## src/rtl/i2c_pkg.sv

```systemverilog
// Shared I2C definitions: state encodings for the slave and master
// controllers plus the default own-address of the slave.
package i2c_pkg;

    // Default 7-bit bus address answered by the slave.
    localparam logic [6:0] I2C_DEFAULT_SLAVE_ADDR = 7'h50;

    // Slave controller states.
    typedef enum logic [3:0] {
        IDLE      = 4'd0,
        ADDR      = 4'd1,
        ADDR_ACK  = 4'd2,
        RX_BYTE   = 4'd3,
        RX_ACK    = 4'd4,
        TX_BYTE   = 4'd5,
        TX_ACK    = 4'd6,
        WAIT_STOP = 4'd7
    } i2c_slave_state_e;

    // Master controller states.
    typedef enum logic [3:0] {
        M_IDLE     = 4'd0,
        M_START    = 4'd1,
        M_ADDR     = 4'd2,
        M_ADDR_ACK = 4'd3,
        M_WR_BYTE  = 4'd4,
        M_WR_ACK   = 4'd5,
        M_RD_BYTE  = 4'd6,
        M_RD_ACK   = 4'd7,
        M_STOP     = 4'd8
    } i2c_master_state_e;

    // Narrow a small elaboration-time count to the 4-bit bit counter width.
    function automatic logic [3:0] to_cnt(input int n);
        return n[3:0];
    endfunction

endpackage

```

## src/rtl/i2c_bus_sync.sv

```systemverilog
// Brings SCL/SDA into the clk domain (two flops each), keeps one more
// registered copy, and flags SCL edges plus START/STOP conditions.
module i2c_bus_sync (
    input  logic clk,
    input  logic rst_n,
    input  logic scl,
    input  logic sda_in,
    output logic sda,
    output logic scl_rise,
    output logic scl_fall,
    output logic start,
    output logic stop
);

    // Lane 0 = SCL, lane 1 = SDA.
    logic [1:0] pin;
    logic [1:0] meta_reg;
    logic [1:0] sync_reg;
    logic [1:0] prev_reg;
    logic [2:0] warm_reg;
    logic       events_en;

    assign pin = {sda_in, scl};

    genvar gi;
    generate
        for (gi = 0; gi < 2; gi++) begin : g_lane
            // Two-flop synchroniser followed by the edge-detect copy; idles high.
            always_ff @(posedge clk or negedge rst_n) begin
                if (!rst_n) begin
                    meta_reg[gi] <= 1'b1;
                    sync_reg[gi] <= 1'b1;
                    prev_reg[gi] <= 1'b1;
                end else begin
                    meta_reg[gi] <= pin[gi];
                    sync_reg[gi] <= meta_reg[gi];
                    prev_reg[gi] <= sync_reg[gi];
                end
            end
        end
    endgenerate

    // Hold events off until the chains are filled with real pin samples, so a
    // low bus line after reset cannot masquerade as a START or an SCL edge.
    always_ff @(posedge clk or negedge rst_n) begin
        if (!rst_n) begin
            warm_reg <= 3'b000;
        end else begin
            warm_reg <= {warm_reg[1:0], 1'b1};
        end
    end

    assign events_en = warm_reg[2];
    assign sda       = sync_reg[1];
    assign scl_rise  = events_en &  sync_reg[0] & ~prev_reg[0];
    assign scl_fall  = events_en & ~sync_reg[0] &  prev_reg[0];
    assign start     = events_en &  sync_reg[0] &  prev_reg[1] & ~sync_reg[1];
    assign stop      = events_en &  sync_reg[0] & ~prev_reg[1] &  sync_reg[1];

endmodule

```

## src/rtl/i2c_slave_ctrl.sv

```systemverilog
// I2C slave protocol engine: address match, write-byte reception with ACK,
// read-byte transmission from a valid/ready source, open-drain SDA drive.
module i2c_slave_ctrl
    import i2c_pkg::*;
#(
    parameter logic [6:0] SLAVE_ADDR = I2C_DEFAULT_SLAVE_ADDR,
    parameter int         ADDR_LEN   = 7,
    parameter int         DATA_LEN   = 8
) (
    input  logic                clk,
    input  logic                rst_n,
    input  logic                scl,
    input  logic                sda_in,
    output logic                sda_oe,
    input  logic [DATA_LEN-1:0] tx_data,
    input  logic                tx_valid,
    output logic                tx_ready,
    output logic [DATA_LEN-1:0] rx_data,
    output logic                rx_valid,
    output logic                rw,
    output logic                busy
);

    localparam logic [ADDR_LEN-1:0] OWN_ADDR  = ADDR_LEN'(SLAVE_ADDR);
    localparam logic [3:0]          ADDR_LAST = to_cnt(ADDR_LEN);
    localparam logic [3:0]          DATA_LAST = to_cnt(DATA_LEN - 1);
    localparam logic [3:0]          DATA_DONE = to_cnt(DATA_LEN);

    logic bus_sda;
    logic bus_scl_rise;
    logic bus_scl_fall;
    logic bus_start;
    logic bus_stop;

    i2c_slave_state_e      state_reg;
    logic [3:0]            bit_cnt_reg;
    logic [ADDR_LEN-1:0]   addr_shift_reg;
    logic [DATA_LEN-2:0]   rx_shift_reg;
    logic [DATA_LEN-1:0]   tx_shift_reg;

    logic [ADDR_LEN-1:0]   addr_next;
    logic [DATA_LEN-1:0]   rx_next;
    logic [DATA_LEN-1:0]   tx_load;

    i2c_bus_sync u_bus_sync (
        .clk      (clk),
        .rst_n    (rst_n),
        .scl      (scl),
        .sda_in   (sda_in),
        .sda      (bus_sda),
        .scl_rise (bus_scl_rise),
        .scl_fall (bus_scl_fall),
        .start    (bus_start),
        .stop     (bus_stop)
    );

    assign addr_next = {addr_shift_reg[ADDR_LEN-2:0], bus_sda};
    assign rx_next   = {rx_shift_reg, bus_sda};
    // With nothing queued the slave answers with an all-ones byte (SDA released).
    assign tx_load   = tx_valid ? tx_data : {DATA_LEN{1'b1}};

    // Protocol FSM: START/STOP override everything, otherwise SDA is sampled
    // on SCL rise and the open-drain drive only changes on SCL fall.
    always_ff @(posedge clk or negedge rst_n) begin
        if (!rst_n) begin
            state_reg      <= IDLE;
            bit_cnt_reg    <= 4'd0;
            addr_shift_reg <= '0;
            rx_shift_reg   <= '0;
            tx_shift_reg   <= '0;
            sda_oe         <= 1'b0;
            tx_ready       <= 1'b0;
            rx_valid       <= 1'b0;
            rx_data        <= '0;
            rw             <= 1'b0;
            busy           <= 1'b0;
        end else begin
            tx_ready <= 1'b0;
            rx_valid <= 1'b0;
            if (bus_start) begin
                state_reg   <= ADDR;
                bit_cnt_reg <= 4'd0;
                sda_oe      <= 1'b0;
                busy        <= 1'b1;
            end else if (bus_stop) begin
                state_reg   <= IDLE;
                bit_cnt_reg <= 4'd0;
                sda_oe      <= 1'b0;
                busy        <= 1'b0;
            end else begin
                case (state_reg)
                    ADDR: begin
                        if (bus_scl_rise) begin
                            if (bit_cnt_reg == ADDR_LAST) begin
                                rw          <= bus_sda;
                                bit_cnt_reg <= 4'd0;
                                state_reg   <= (addr_shift_reg == OWN_ADDR) ? ADDR_ACK : WAIT_STOP;
                            end else begin
                                addr_shift_reg <= addr_next;
                                bit_cnt_reg    <= bit_cnt_reg + 4'd1;
                            end
                        end
                    end
                    ADDR_ACK: begin
                        // First fall pulls SDA low; the fall after the ACK clock moves on.
                        if (bus_scl_fall) begin
                            if (bit_cnt_reg == 4'd0) begin
                                sda_oe <= 1'b1;
                            end else begin
                                bit_cnt_reg <= 4'd0;
                                if (rw) begin
                                    state_reg    <= TX_BYTE;
                                    sda_oe       <= ~tx_load[DATA_LEN-1];
                                    tx_shift_reg <= {tx_load[DATA_LEN-2:0], 1'b0};
                                    tx_ready     <= tx_valid;
                                end else begin
                                    state_reg <= RX_BYTE;
                                    sda_oe    <= 1'b0;
                                end
                            end
                        end else if (bus_scl_rise) begin
                            bit_cnt_reg <= 4'd1;
                        end
                    end
                    RX_BYTE: begin
                        if (bus_scl_rise) begin
                            if (bit_cnt_reg == DATA_LAST) begin
                                rx_data     <= rx_next;
                                rx_valid    <= 1'b1;
                                bit_cnt_reg <= 4'd0;
                                state_reg   <= RX_ACK;
                            end else begin
                                rx_shift_reg <= rx_next[DATA_LEN-2:0];
                                bit_cnt_reg  <= bit_cnt_reg + 4'd1;
                            end
                        end
                    end
                    RX_ACK: begin
                        if (bus_scl_fall) begin
                            if (bit_cnt_reg == 4'd0) begin
                                sda_oe <= 1'b1;
                            end else begin
                                sda_oe      <= 1'b0;
                                bit_cnt_reg <= 4'd0;
                                state_reg   <= RX_BYTE;
                            end
                        end else if (bus_scl_rise) begin
                            bit_cnt_reg <= 4'd1;
                        end
                    end
                    TX_BYTE: begin
                        // The MSB was already placed on entry; each fall presents the next bit.
                        if (bus_scl_rise) begin
                            bit_cnt_reg <= bit_cnt_reg + 4'd1;
                        end else if (bus_scl_fall) begin
                            if (bit_cnt_reg == DATA_DONE) begin
                                sda_oe      <= 1'b0;
                                bit_cnt_reg <= 4'd0;
                                state_reg   <= TX_ACK;
                            end else begin
                                sda_oe       <= ~tx_shift_reg[DATA_LEN-1];
                                tx_shift_reg <= {tx_shift_reg[DATA_LEN-2:0], 1'b0};
                            end
                        end
                    end
                    TX_ACK: begin
                        if (bus_scl_rise) begin
                            if (bus_sda) begin
                                state_reg   <= WAIT_STOP;
                                bit_cnt_reg <= 4'd0;
                            end else begin
                                bit_cnt_reg <= 4'd1;
                            end
                        end else if (bus_scl_fall && bit_cnt_reg == 4'd1) begin
                            state_reg    <= TX_BYTE;
                            bit_cnt_reg  <= 4'd0;
                            sda_oe       <= ~tx_load[DATA_LEN-1];
                            tx_shift_reg <= {tx_load[DATA_LEN-2:0], 1'b0};
                            tx_ready     <= tx_valid;
                        end
                    end
                    default: begin
                        // IDLE and WAIT_STOP only leave on START/STOP.
                    end
                endcase
            end
        end
    end

endmodule

```

## config.mk

```make
export PLATFORM = sky130hd
export DESIGN_NAME = i2c_slave_ctrl
export DESIGN_NICKNAME = d
export VERILOG_FILES = /design/src/rtl/i2c_pkg.sv /design/src/rtl/i2c_bus_sync.sv /design/src/rtl/i2c_slave_ctrl.sv
export SDC_FILE = /design/constraint.sdc
export NUM_CORES = 1
export LEC_CHECK = 0
export CORE_ASPECT_RATIO = 1.5
export CORE_MARGIN = 2
export CORE_UTILIZATION = 25
export CTS_BUF_LIST = sky130_fd_sc_hd__clkbuf_2
export DETAILED_ROUTE_END_ITERATION = 10
export SLEW_MARGIN = 20
export SYNTH_ARGS = -nofsm -noshare
export SYNTH_HDL_FRONTEND = slang
export SYNTH_SLANG_ARGS = --single-unit
```

## constraint.sdc

```tcl
create_clock -name clk -period 3.35 [get_ports clk]
set_clock_uncertainty 0.2 [all_clocks]
set_input_delay 1.005 -clock clk [delete_from_list [all_inputs] [get_ports clk]]
set_output_delay 1.005 -clock clk [all_outputs]
set_load 0.02 [all_outputs]
```

==> impl_metrics.ini <==
[sta]
finalCritPeriodShare = 0.850
fin_crit_ns = 2.85
setup_tns_ns = 0
hold_viol_final = 0
maxClockFrequency_mhz = 351
slew_viol_final = 0
rsz0062_at_grt = no
worstMarginPinSlew_ns = 0.546
slew_headroom = 0.636
setup_viol = 0

[yosys]
yosysMostFrequentCell = dfrtp_1
synth_enable_flop_cells = 0
ys_seq_area_frac = 0.509
syn_nets = 248
synth.top_cell.area_share = 0.445
async_reset_ff_frac = 1.00
netlist_instances = 232
synth_common_cells = 44 x dfrtp_1, 28 x mux2_2, 25 x o21ai_0
netlist-cell-type-count = 48
synthTopCellsByArea = dfrtp_1 45%, mux2_2 13%, dfstp_2 6.4%
synth_ff_type = dfrtp_1
ys_ff_latch = 50
synth_area_um2 = 2470
synth_top_area_cell = dfrtp_1
ys.warnings.count = 0
syn_area_per_cell_um2 = 10.7

[pwr]
p_leak_nw = 1.27
p_seq_frac = 0.450
p_clk_frac = 0.171
p_per_area_nw_per_um2 = 652
combinationalPowerShare = 0.379
ir_drop_uv = 328
switching_power_w = 0.000737
power_switching_share = 0.387
internal_power_w = 0.00117

[route]
finalWirelength_um = 5140
drc = 0
drtIter0Drc = 87
dr.pass1.iters = 4
vias_per_cell = 4.89
antenna_left = 0
dr_total_vias = 1830
wl_per_cell_um = 13.7

[worst_setup_path]
critPathLaunch = rw
crit_path_max_incr_delay_ns = 0.67
criticalPathCategory = flip-flop to output port
worstPathCellList = clkdlybuf4s50_1
crit_family = buffers and inverters
crit_path_end_kind = output port
arrival_ns = 1.64
path_max_fanout = 6
worst_setup_path_start_kind = flip-flop
path_buf_inv = 1
reg2reg_from = state_reg[1]
cp_slowest_cell = clkdlybuf4s50_1
worst_ep_required_time_ns = 2.14

[cts]
clk_pin_slew_ns = 0.26
htreeDepth = 2
post_cts_resized = 0
clk_latency_ns = 0.43
cts_root_buffer = clkbuf_2
cts_tree = built
post-cts-setup-buffer-count = 0
cts.sinks = 50
cts_made_buffers = 5
cts_buffer_depth = 2
cts_hold_buf = 0

[finish]
fin_nets = 274
drive_gt1_frac = 0.201
antenna_cells = 0
largest_reg_flops = 8
design_area_um2 = 2920
area_delta_synth_final_pct = 18.1
largest-register = rx_data

[die]
die_y_um = 126
ios = 26
die_w_um = 85.2
die_area_um2 = 10700
initial_core_util = 0.257
num_rows = 44
design.core.area_um2 = 9630

[global_route]
grt_pass1_wl_um = 8650
track_usage = 0.0982
grt_pass1_vias = 1836
grt_max_degree = 51
antenna_found_initial = 0
gr-total-overflow = 0

[job]
drv_cap = 0

[place]
place.port_buffers = 25
place_area_um2 = 2850
gp_congestion = 0.872
dpl.hpwl_um = 3600

[hold_path]
worst_hold_path_type = flip-flop to flip-flop
hp-start = u_bus_sync.meta_reg[1]

[outcome]
outcome = finished, final reports clean
==> layout by cell type (no fill, tap or decap), types with 5 or more instances in the layout <==
master,synthesis,final
dfstp_2,6,6
dfrtp_1,44,44
nand2b_1,5,5
nand3_1,8,8
clkbuf_2,0,5
o21ai_0,25,25
inv_1,13,13
a21oi_1,12,12
nor2_1,14,14
clkdlybuf4s50_1,0,24
mux2_2,28,28
nand2_1,14,14
==> final cells by class <==
cell class                      instances  area (um^2)
Clock buffer                            5         25.0
Clock inverter                          3         42.5
Fill cell                             982         6720
Inverter                               13         48.8
Multi-Input combinational cell        160         1120
Sequential cell                        50         1260
Tap cell                              115          144
Timing Repair Buffer                   28          280
==> through the flow <==
step / hold WS [ns] / cells / total power, W / utilization / worst slack, ns
global route: 0.181 / 374 / 0.00205 / 0.303 / 0.429
detailed placement: 0.136 / 366 / 0.00158 / 0.296 / 0.602
floorplan: 0.131 / 232 / 0.00139 / - / 1.08
global placement: 0.133 / 366 / 0.00157 / 0.296 / 0.649
finish: 0.174 / 374 / 0.00190 / 0.303 / 0.504
CTS: 0.175 / 374 / 0.00192 / 0.303 / 0.454
==> layer usage <==
layer	vias to the layer above	GRT usage	wire length [um]
met4	0	0.0327	103
li1	885	-	-
met3	10	0.0183	165
met5	-	0	0
met2	40	0.184	2740
met1	895	0.109	2130
==> cell families after synthesis <==
group | Yosys count | synth area share
flops | 50 | 0.509
other cells | 1 | 0.00152
buf+inv | 22 | 0.0380
xor+xnor | 1 | 0.00354
compound gates | 61 | 0.159
fa+ha+maj | 3 | 0.0152
simple gates | 62 | 0.130
mux | 32 | 0.144
==> power groups by stage <==
stage / Clock [W] / Sequential, W / Combinational, W
global placement: 0 / 0.000860 / 0.000710
floorplan: 0 / 0.000791 / 0.000602
global route: 0.000351 / 0.000878 / 0.000818
detailed placement: 0 / 0.000866 / 0.000718
CTS: 0.000339 / 0.000854 / 0.000724
finish: 0.000325 / 0.000857 / 0.000723
==> path summary, 6_finish.rpt <==
check                                          to  slack [ns]  cells past startpoint
hold reg to reg                    u_bus_sync.sda        0.17                      0
min in group asynchronous         rx_shift_reg[2]        0.29                      2
hold / removal                     u_bus_sync.sda        0.17                      0
setup / recovery                               rw        0.50                      1
setup reg to reg                  tx_shift_reg[2]        0.76                      5
max in group asynchronous  u_bus_sync.prev_reg[1]        2.35                      2
(Power assumes the default switching activity.)
